`src/rtl/synapse_accumulator.sv`:
```
// Synapse accumulator: latches one spike vector, walks it one bit per cycle and
// sums the weights of active inputs with saturation at 255.
module synapse_accumulator #(
  parameter int unsigned N_INPUTS = 8,
  parameter int unsigned IDX_W    = 3
) (
  input  logic                clk,
  input  logic                rst,
  input  logic                w_we,
  input  logic [IDX_W-1:0]    w_addr,
  input  logic [7:0]          w_data,
  input  logic [N_INPUTS-1:0] spike_in,
  input  logic                spike_valid,
  output logic                spike_ready,
  output logic [7:0]          weight_sum,
  output logic                sum_valid,
  input  logic                sum_ready,
  output logic                sat
);

  typedef enum logic [1:0] {StIdle, StAccum, StDone} state_e;

  localparam logic [IDX_W-1:0] LastIdx = IDX_W'(N_INPUTS - 1);

  state_e              state_q, state_d;
  logic [7:0]          weights_q [N_INPUTS];
  logic [N_INPUTS-1:0] spikes_q, spikes_d;
  logic [7:0]          acc_q, acc_d;
  logic [IDX_W-1:0]    idx_q, idx_d;
  logic                sat_q, sat_d;
  logic [8:0]          sum;

  // Registered read: a write landing on the same edge is not seen this cycle.
  assign sum = {1'b0, acc_q} + {1'b0, weights_q[idx_q]};

  always_ff @(posedge clk or posedge rst) begin
    if (rst) begin
      for (int unsigned i = 0; i < N_INPUTS; i++) begin
        weights_q[i] <= '0;
      end
    end else if (w_we && (32'(w_addr) < N_INPUTS)) begin
      weights_q[w_addr] <= w_data;
    end
  end

  always_comb begin
    state_d  = state_q;
    spikes_d = spikes_q;
    acc_d    = acc_q;
    idx_d    = idx_q;
    sat_d    = sat_q;
    case (state_q)
      StIdle: begin
        if (spike_valid) begin
          spikes_d = spike_in;
          acc_d    = '0;
          sat_d    = 1'b0;
          idx_d    = '0;
          state_d  = StAccum;
        end
      end
      StAccum: begin
        if (spikes_q[idx_q]) begin
          if (sum[8]) begin
            acc_d = 8'hFF;
            sat_d = 1'b1;
          end else begin
            acc_d = sum[7:0];
          end
        end
        if (idx_q == LastIdx) begin
          idx_d   = '0;
          state_d = StDone;
        end else begin
          idx_d = idx_q + 1'b1;
        end
      end
      StDone: begin
        if (sum_ready) begin
          state_d = StIdle;
        end
      end
      default: state_d = StIdle;
    endcase
  end

  always_ff @(posedge clk or posedge rst) begin
    if (rst) begin
      state_q  <= StIdle;
      spikes_q <= '0;
      acc_q    <= '0;
      idx_q    <= '0;
      sat_q    <= 1'b0;
    end else begin
      state_q  <= state_d;
      spikes_q <= spikes_d;
      acc_q    <= acc_d;
      idx_q    <= idx_d;
      sat_q    <= sat_d;
    end
  end

  assign spike_ready = (state_q == StIdle);
  assign sum_valid   = (state_q == StDone);
  assign weight_sum  = acc_q;
  assign sat         = sat_q;

endmodule

```
`config.mk`:
```
export PLATFORM = sky130hd
export DESIGN_NAME = synapse_accumulator
export DESIGN_NICKNAME = d
export VERILOG_FILES = /design/src/rtl/synapse_accumulator.sv
export SDC_FILE = /design/constraint.sdc
export NUM_CORES = 1
export LEC_CHECK = 0
export CAP_MARGIN = 20
export CELL_PAD_IN_SITES_DETAIL_PLACEMENT = 1
export CELL_PAD_IN_SITES_GLOBAL_PLACEMENT = 1
export CORE_MARGIN = 3
export CORE_UTILIZATION = 40
export DETAILED_ROUTE_END_ITERATION = 8
export PLACE_DENSITY_LB_ADDON = 0.1
export SYNTH_ARGS = -nofsm -noshare
export SYNTH_HDL_FRONTEND = slang
export SYNTH_SLANG_ARGS = --single-unit
```
`constraint.sdc`:
```
create_clock -name clk -period 4.65 [get_ports clk]
set_input_delay 0.465 -clock clk [delete_from_list [all_inputs] [get_ports clk]]
set_output_delay 0.465 -clock clk [all_outputs]
set_load 0.01 [all_outputs]
```
After elaboration in Yosys (flattened, before gate mapping) --
Index checks and enable logic that the tools add are counted.
Storage, ports and cells: register bits 86, input port bits 24, output and inout port bits 11, word-level logic and storage cells 60
Operators by class: add/subtract/negate cells 2, $lt $le $gt $ge 4, equality and inequality tests 8, multiplexer cells 23, bitwise operators 2, reductions and logical operators 8
Operators by type and width (count):
- bitwise mux 64 bit | 1
- 2-to-1 mux 8 bit | 6
- binary-select mux 8 bit (select 3 bit) | 1
- demux 8 bit (select 3 bit) | 1
- case mux 8 bit (2 select lines) | 1
- adder 8 x 8 -> 9 bit | 1
- >= comparator 4 bit (second input constant) | 2
- inequality test 2 bit (second input constant) | 4
- NOT 3 -> 4 bit | 2
- 2-to-1 mux 2 bit | 3
- 2-to-1 mux 3 bit | 2
- case mux 2 bit (3 select lines) | 1
- case mux 3 bit (2 select lines) | 1
- AND reduction 3 bit | 2
- < comparator 3 x 4 -> 1 bit (second input constant) | 1
- < comparator 4 x 1 -> 1 bit (second input constant) | 1
- 2-to-1 mux 1 bit | 4
- AND reduction 2 bit | 2
- AND reduction 4 bit | 1
- adder 3 x 1 -> 3 bit (second input constant) | 1
- binary-select mux 1 bit (select 3 bit) | 1
- == test 3 bit (second input constant) | 1
- == test 2 x 1 -> 1 bit (second input constant) | 1
- == test 2 bit (second input constant) | 1
- other kinds (5) | 5

Depth between registers and ports, before layout --
Gate-level depths: netlist of run 1.
depth in word-level cells 8, gate-level depth with buffers 11

Worst setup path after synthesis of run 1 --
Ideal clock, no wire load.
path kind register to register, start point register idx_q[0], end point register acc_q[5] (netlist: weight_sum[5]), data arrival time 3251 ps, data required time 4516 ps, path slack 1265 ps, cell stages (with the launch flop) 12, period minus slack after synthesis 3385 ps, path through dfrtp_1 buf_6 buf_2 mux4_2 mux2_2 ha_1 fa_1 a21o_1 a221oi_2 o21ai_2 a2111oi_0 o21ai_0
On the way: word-level cells in the longest chain between the ends 8, elaborated cells on any way between the ends 12, those cells by class 1 x add/sub; 1 x eq/ne; 8 x mux; 1 x bitwise; 1 x reduce/logical
Ends and longest elaborated chain:
- start: declaration | line 29 | logic [IDX_W-1:0] idx_q, idx_d;
- start signal: assignment | line 98 | idx_q <= idx_d;
- NOT 3 -> 4 bit (implied by the code) | line 34 | assign sum = {1'b0, acc_q} + {1'b0, weights_q[idx_q]};
- binary-select mux 8 bit (select 3 bit) | line 34
- 2-to-1 mux 8 bit (implied by the code) (2 in series) | line 34
- adder 8 x 8 -> 9 bit | line 34
- 2-to-1 mux 8 bit | line 64 | if (sum[8]) begin
- 2-to-1 mux 8 bit | line 63 | if (spikes_q[idx_q]) begin
- case mux 8 bit (2 select lines) | line 52 | case (state_q)
- end signal: assignment | line 91 | acc_q <= '0;
- end signal: assignment | line 97 | acc_q <= acc_d;
- end: declaration | line 28 | logic [7:0] acc_q, acc_d;
Several ways; a longest one is shown, not always the timed one. The select of a mux whose other input is x is not followed. A chain may end at the register's enable or synchronous reset.

Worst setup path in the final report of run 1 --
Ends and elaborated chain as after synthesis.

==> impl_results.md, run 1 <==
- Vias in the first global route: roughly 2700
- Final nets: 356
- DIE HEIGHT: 109 µm
- RSZ-0062 raised after global routing: no
- Die width: about 110 µm
- Slowest stage cell, crit path: mux4_1
- TritonCTS clock tree: yes
- Antenna-violating nets left: 0
- Drt total wl: between 8 and 9 mm
- Pwr Total: approximately 3200 µW
- Post-synthesis sequential area ratio: 0.508
- Die footprint: about 12000 µm²
- Initial antenna violation count: 0
- Yosys top cell by area: dfrtp_1
- Clk_lat worst skew: approximately 0.34 ns
- Tightest Pin Transition: 0.941 ns
- Final Hold Vio Count: 0
- IO Pins: 35
- Max Slew Vio Count: 0
- Peak supply drop: around 0.3 mV
- # setup viols final: 0
- Placement row count: 36
- Vias: approximately 2500
- Detailed placer's ending HPWL: about 6 mm
- Crit Path Class: register to register
- Remaining DRCs: 0
- Syn Nets: 317
- Port bufs: 34
- Setup TNS Final: 0 ns
- Gr ovfl total: 0
- Static Leak: about 0.002 µW
- Sink Count: 86
- Layout cells sized above 1: 0.377
- Layout area overhead: 15.6%
- Initial core utilization: 0.422
- Final worst path period share: 0.771
- Clk_skew: about 0.015 ns
- Largest net degree at the start of global routing: 56
- Vias per cell: 5.47
- Crit path capture type: register
- Critical path data arrival time: 3.80 ns
- Worst hold path class: input pin to async pin
- Fillers: slightly above 1000
- Slowest stage delay, CP: a little under 0.6 ns
- CORE AREA: around 10000 µm²
- Max Buffers Root-to-Sink: 2
- Cell Chain, Critical Path: buf_4, mux4_1, mux2_2, ha_1, fa_1, a21o_1, a221oi_2, o21ai_2, a2111oi_0, o21ai_0
- Status: completed
- Initial DRC count: ~130
- Ys async rst share: 1.00
- Area of the mapped netlist: about 4200 µm²
- Yosys cell types: 46
- WL/cell: around 19 µm
- EDFF count, synth: 0
- CTS buffer count: 9
- PwrDens: 659 nW/µm²
- Root buffer cell: clkbuf_8
- Prevailing post-synth register cell: dfrtp_1
- CP max FO: 10
- First-pass GRT wire length: between 10 and 15 mm
- Resize count post-CTS: 0
- Flop-to-flop setup slack: 1.07 ns
- Post-synth top area share: 0.508
- Post-CTS Hold Fix Bufs: 0
- Slew headroom: 0.370
- Total GRT Usage: 0.160
- Fmax: roughly 280 MHz
- GP Congestion: a little under 0.8
- CP startpoint kind: register
- Final critical-path required period: 3.58 ns
- Post-CTS Repair Setup Buffers: 0
- Syn Inst Count: between 200 and 300
- Yosys warns: 0
- # diodes: 0
- Drt first pass iters: 4
- Worst path required time: about 4.9 ns
- Maxcap violations: 0
- Clock-pin slew on the worst setup and hold paths: 0.09 ns
- Synth Register Bits: 86
- Max H-tree Level: 3
- Mean Syn Cell Area: roughly 15 µm²
- Synth top area cells: dfrtp_1 (51%), mux2_2 (21%), mux4_2 (5.3%)
## where the power goes
group	switching, µW	internal (µW)
Sequential	169	970
Clock	269	198
Combinational	768	852
## metal layers
layer	vias to the layer above	global-route usage	wire (µm)	part of all wire
met1	1320	0.214	4140	0.47
met3	9	0.0272	197	0.022
met4	0	0.0406	92	0.010
li1	1153	-	-	-
met2	28	0.270	4430	0.50
met5	-	0	0	0
## layout by cell type, fill, tap and decap left out, drive strengths merged, types with 3 or more instances in the layout
cell type	synthesis	final
mux4	18	18
mux2	81	81
a22o	3	3
a22oi	5	5
inv	4	6
nand2	14	14
nor2	4	4
clkdlybuf4s50	0	34
ha	10	10
clkinv	0	3
buf	5	5
nand3	3	3
dfrtp	86	86
nor3	5	5
a21oi	5	5
nand4b	3	3
clkbuf	6	10
## cells in the mapped netlist, drive strengths merged, types with 3 or more instances
library cell and count:
nand3 3, a22oi 5, mux4 18, nand4b 3, a22o 3, nand2 14, clkbuf 6, mux2 81
a21oi 5, buf 5, nor2 4, ha 10, nor3 5, inv 4, dfrtp 86
## metrics by stage
step                cell area (µm²)  cells  worst slack (ns)  utilization  hold WS (ns)
floorplan                      4230    282              1.26            -         0.456
global placement               4700    442              1.16        0.468         0.480
detailed placement             4700    442              1.08        0.468         0.485
CTS                            4880    458              1.04        0.485         0.507
global route                   4900    459             0.670        0.487         0.481
finish                         4900    459              1.07        0.487         0.440
## registers in the layout, indices dropped and copies added, names as in the netlist
register and flops:
sat 1, state_q 2, weights_q 64, spikes_q 8, weight_sum 8, idx_q 3
## logic make-up after synthesis
group / count (synthesis) / synth area share
XOR/XNOR: 4 / 0.00828
buffers and inverters: 15 / 0.0195
adder cells (fa/ha/maj): 11 / 0.0343
multiplexers: 101 / 0.324
AO/OA/AOI/OAI: 28 / 0.0535
flip-flops: 86 / 0.508
AND/OR/NAND/NOR: 37 / 0.0523
## final cells by class
| class | instances | area (µm²) | share of cell area |
|---|---|---|---|
| flip-flops and latches | 86 | 2150 | 0.440 |
| multi-input cells | 181 | 2000 | 0.408 |
| well taps | 133 | 166 | 0.0340 |
| clock buffers | 10 | 128 | 0.0261 |
| clock inverters | 6 | 43.8 | 0.00894 |
| repair buffers | 39 | 390 | 0.0797 |
| inverters | 4 | 16.3 | 0.00332 |
## path summary, 6_finish.rpt
| path | from | end | cells past startpoint |
|---|---|---|---|
| max | idx_q[0] | weight_sum[5] | 10 |
| min | rst | weight_sum[7] | 2 |
| max reg2reg | idx_q[0] | weight_sum[5] | 10 |
| min reg2reg | sat | sat | 1 |
| max in group asynchronous | rst | weights_q[25] | 4 |
| min in group clk | sat | sat | 1 |
## critical path, delay by kind of cell, from the launching register on
family / cells / cell delay (ns)
fa+ha+maj: 2 / 0.62
compound gates: 5 / 1.25
buf+inv: 1 / 0.27
mux: 2 / 0.87
flops: 1 / 0.46
No activity file was read; power rests on OpenSTA's default activity.
==> run 2, diff against run 1 <==
clock period = 3.7 ns   (was 4.65 ns; I/O delays follow)
==> run 2 against run 1 <==
  * First-iteration DRC count fell by 44%
  * Critical path depth fell by 1
  * Core utilization up 0.85 points
  * Design area grew 1.7%
  * Largest cell class unchanged
  * Highest routed layer unchanged
==> impl_results.md, run 2 (synthesis results as in run 1) <==
- Metal1 wirelength: around 4.4 mm
- Status: completed
- Max layer used: met4
- Gr ovfl total: 0
- Max H-tree Level: 3
- IO Pins: 35
- Initial antenna violation count: 0
- Combinational share of power: 0.495
- Fin util: 0.496
- First-pass GRT wire length: 15.0 mm
- Layout cells sized above 1: 0.386
- Sink Count: 86
- Drt first pass iters: 4
- Detailed placer's ending HPWL: approximately 6.3 mm
- Post-layout worst setup margin: about 0.33 ns
- CP max FO: 8
- Met2 routed WL: roughly 4.3 mm
- Final critical-path required period: 3.37 ns
- Resize count post-CTS: 0
- CORE AREA: around 10000 µm²
- Max Buffers Root-to-Sink: 2
- Remaining DRCs: 0
- Final worst path period share: 0.911
- Antenna-violating nets left: 0
- Largest net degree at the start of global routing: 56
- Worst R2R End: weight_sum[5]
- Cell Chain, Critical Path: buf_4, mux4_1, mux2_2, fa_1, a21o_1, a221oi_2, o21ai_2, a2111oi_0, o21ai_0
- Die width: 109 µm
- Slew headroom: 0.402
- Max Slew Vio Count: 0
- PwrDens: 836 nW/µm²
- CP startpoint kind: register
- Crit path capture type: register
- Worst Reg-to-Reg Cells: 9
- Worst path required time: ~4 ns
- Fillers: about 1000
- Tightest Pin Transition: roughly 0.89 ns
- Vias: roughly 2500
- CP delay by family, top: compound AO/OA/AOI/OAI gates
- Sequential Power Share: 0.339
- Final Hold Vio Count: 0
- Maxcap violations: 0
- CP bufs+invs: 1
- # setup viols final: 0
- Setup TNS Final: 0 ns
- Clk_skew: around 0.010 ns
- Peak supply drop: 0.332 mV
- Root buffer cell: clkbuf_8
- Slowest stage delay, CP: between 0.5 and 0.6 ns
- Sw power: about 1500 µW
- Most frequent cells in the layout: dfrtp_1 (86), mux2_2 (80), clkdlybuf4s50_1 (34), nand2_1 (13), clkbuf_8 (11)
- Static Leak: between 0.002 and 0.0025 µW
- Fmax: slightly below 300 MHz
- Vias in the first global route: between 2000 and 3000
- GP Congestion: between 0.7 and 0.8
- Post-CTS Repair Setup Buffers: 0
- CTS buffer count: 9
- Layout area overhead: 17.6%
- WL/cell: ~20 µm
- Reg2Reg Launch Point: idx_q[0]
- Placement row count: 36
- Post-place setup slack: ~0.32 ns
- Clk_lat worst skew: 0.36 ns
- Drt total wl: between 9 and 10 mm
- Clock-pin slew on the worst setup and hold paths: 0.09 ns
- # diodes: 0
- Crit Path Class: register to register
- Initial DRC count: 74
- Initial core utilization: 0.422
- Die footprint: 11900 µm²
- Final nets: 360
- DIE HEIGHT: roughly 110 µm
- Max reg flops: 64
- Slowest stage cell, crit path: mux4_1
- TritonCTS clock tree: yes
- Vias per cell: 5.52
- Worst hold path class: input pin to async pin
- Met3 wire length: roughly 230 µm
- Flop-to-flop setup slack: approximately 0.33 ns
- Post-CTS Hold Fix Bufs: 0
- Commonest non-fill, non-tap cell in the layout: dfrtp_1
- Clk pwr share: 0.166
- Total GRT Usage: 0.170
- RSZ-0062 raised after global routing: no
- Port bufs: 34
- Internal power: approximately 2700 µW
- Largest register by flop count: weights_q
- Sw frac: 0.361
- Critical path data arrival time: about 3.6 ns
==> run 2: worst max path at each step <==
stage / startpoint / to / cells past startpoint
after floorplan: idx_q[0] / weight_sum[5] / 11
after global placement: idx_q[0] / weight_sum[5] / 9
after detailed placement: idx_q[0] / weight_sum[5] / 9
after CTS: idx_q[0] / weight_sum[5] / 9
after global routing: idx_q[0] / weight_sum[5] / 9
final: idx_q[0] / weight_sum[5] / 9
==> run 2: per-stage QoR <==
| step | area, µm² | cells | power (µW) | hold WS (ns) |
|---|---|---|---|---|
| after floorplan | 4230 | 282 | 3000 | 0.456 |
| after global placement | 4750 | 446 | 3480 | 0.481 |
| after detailed placement | 4750 | 446 | 3520 | 0.489 |
| after CTS | 4950 | 461 | 4230 | 0.510 |
| after global routing | 4980 | 462 | 4530 | 0.207 |
| final | 4980 | 462 | 4170 | 0.209 |
==> run 2: final cells by class <==
type                    instances  area (µm²)  area share
multi-input cells             181        2000       0.401
well taps                     133         166      0.0334
flip-flops and latches         86        2150       0.432
inverters                       4        16.3     0.00327
repair buffers                 43         440      0.0884
clock inverters                 4        55.1      0.0111
clock buffers                  11         151      0.0304
==> run 2: per-layer routing <==
layer  vias up  GRT usage
met1      1345      0.230
met3        10     0.0391
met4         0     0.0541
met2        33      0.271
met5         -          0
li1       1161          -
==> run 2: worst register-to-register path, delay by kind of cell (launching register included) <==
family          cells  cell delay (ns)
fa+ha+maj           1             0.44
buf+inv             1             0.25
mux                 2             0.88
compound gates      5             1.22
flops               1             0.46
==> run 2: power by group through the flow <==
stage / clock, µW / sequential, µW / combinational, µW
floorplan: 0 / 1370 / 1630
global placement: 0 / 1430 / 2050
detailed placement: 0 / 1440 / 2090
CTS: 718 / 1420 / 2100
global route: 761 / 1450 / 2310
finish: 691 / 1410 / 2060
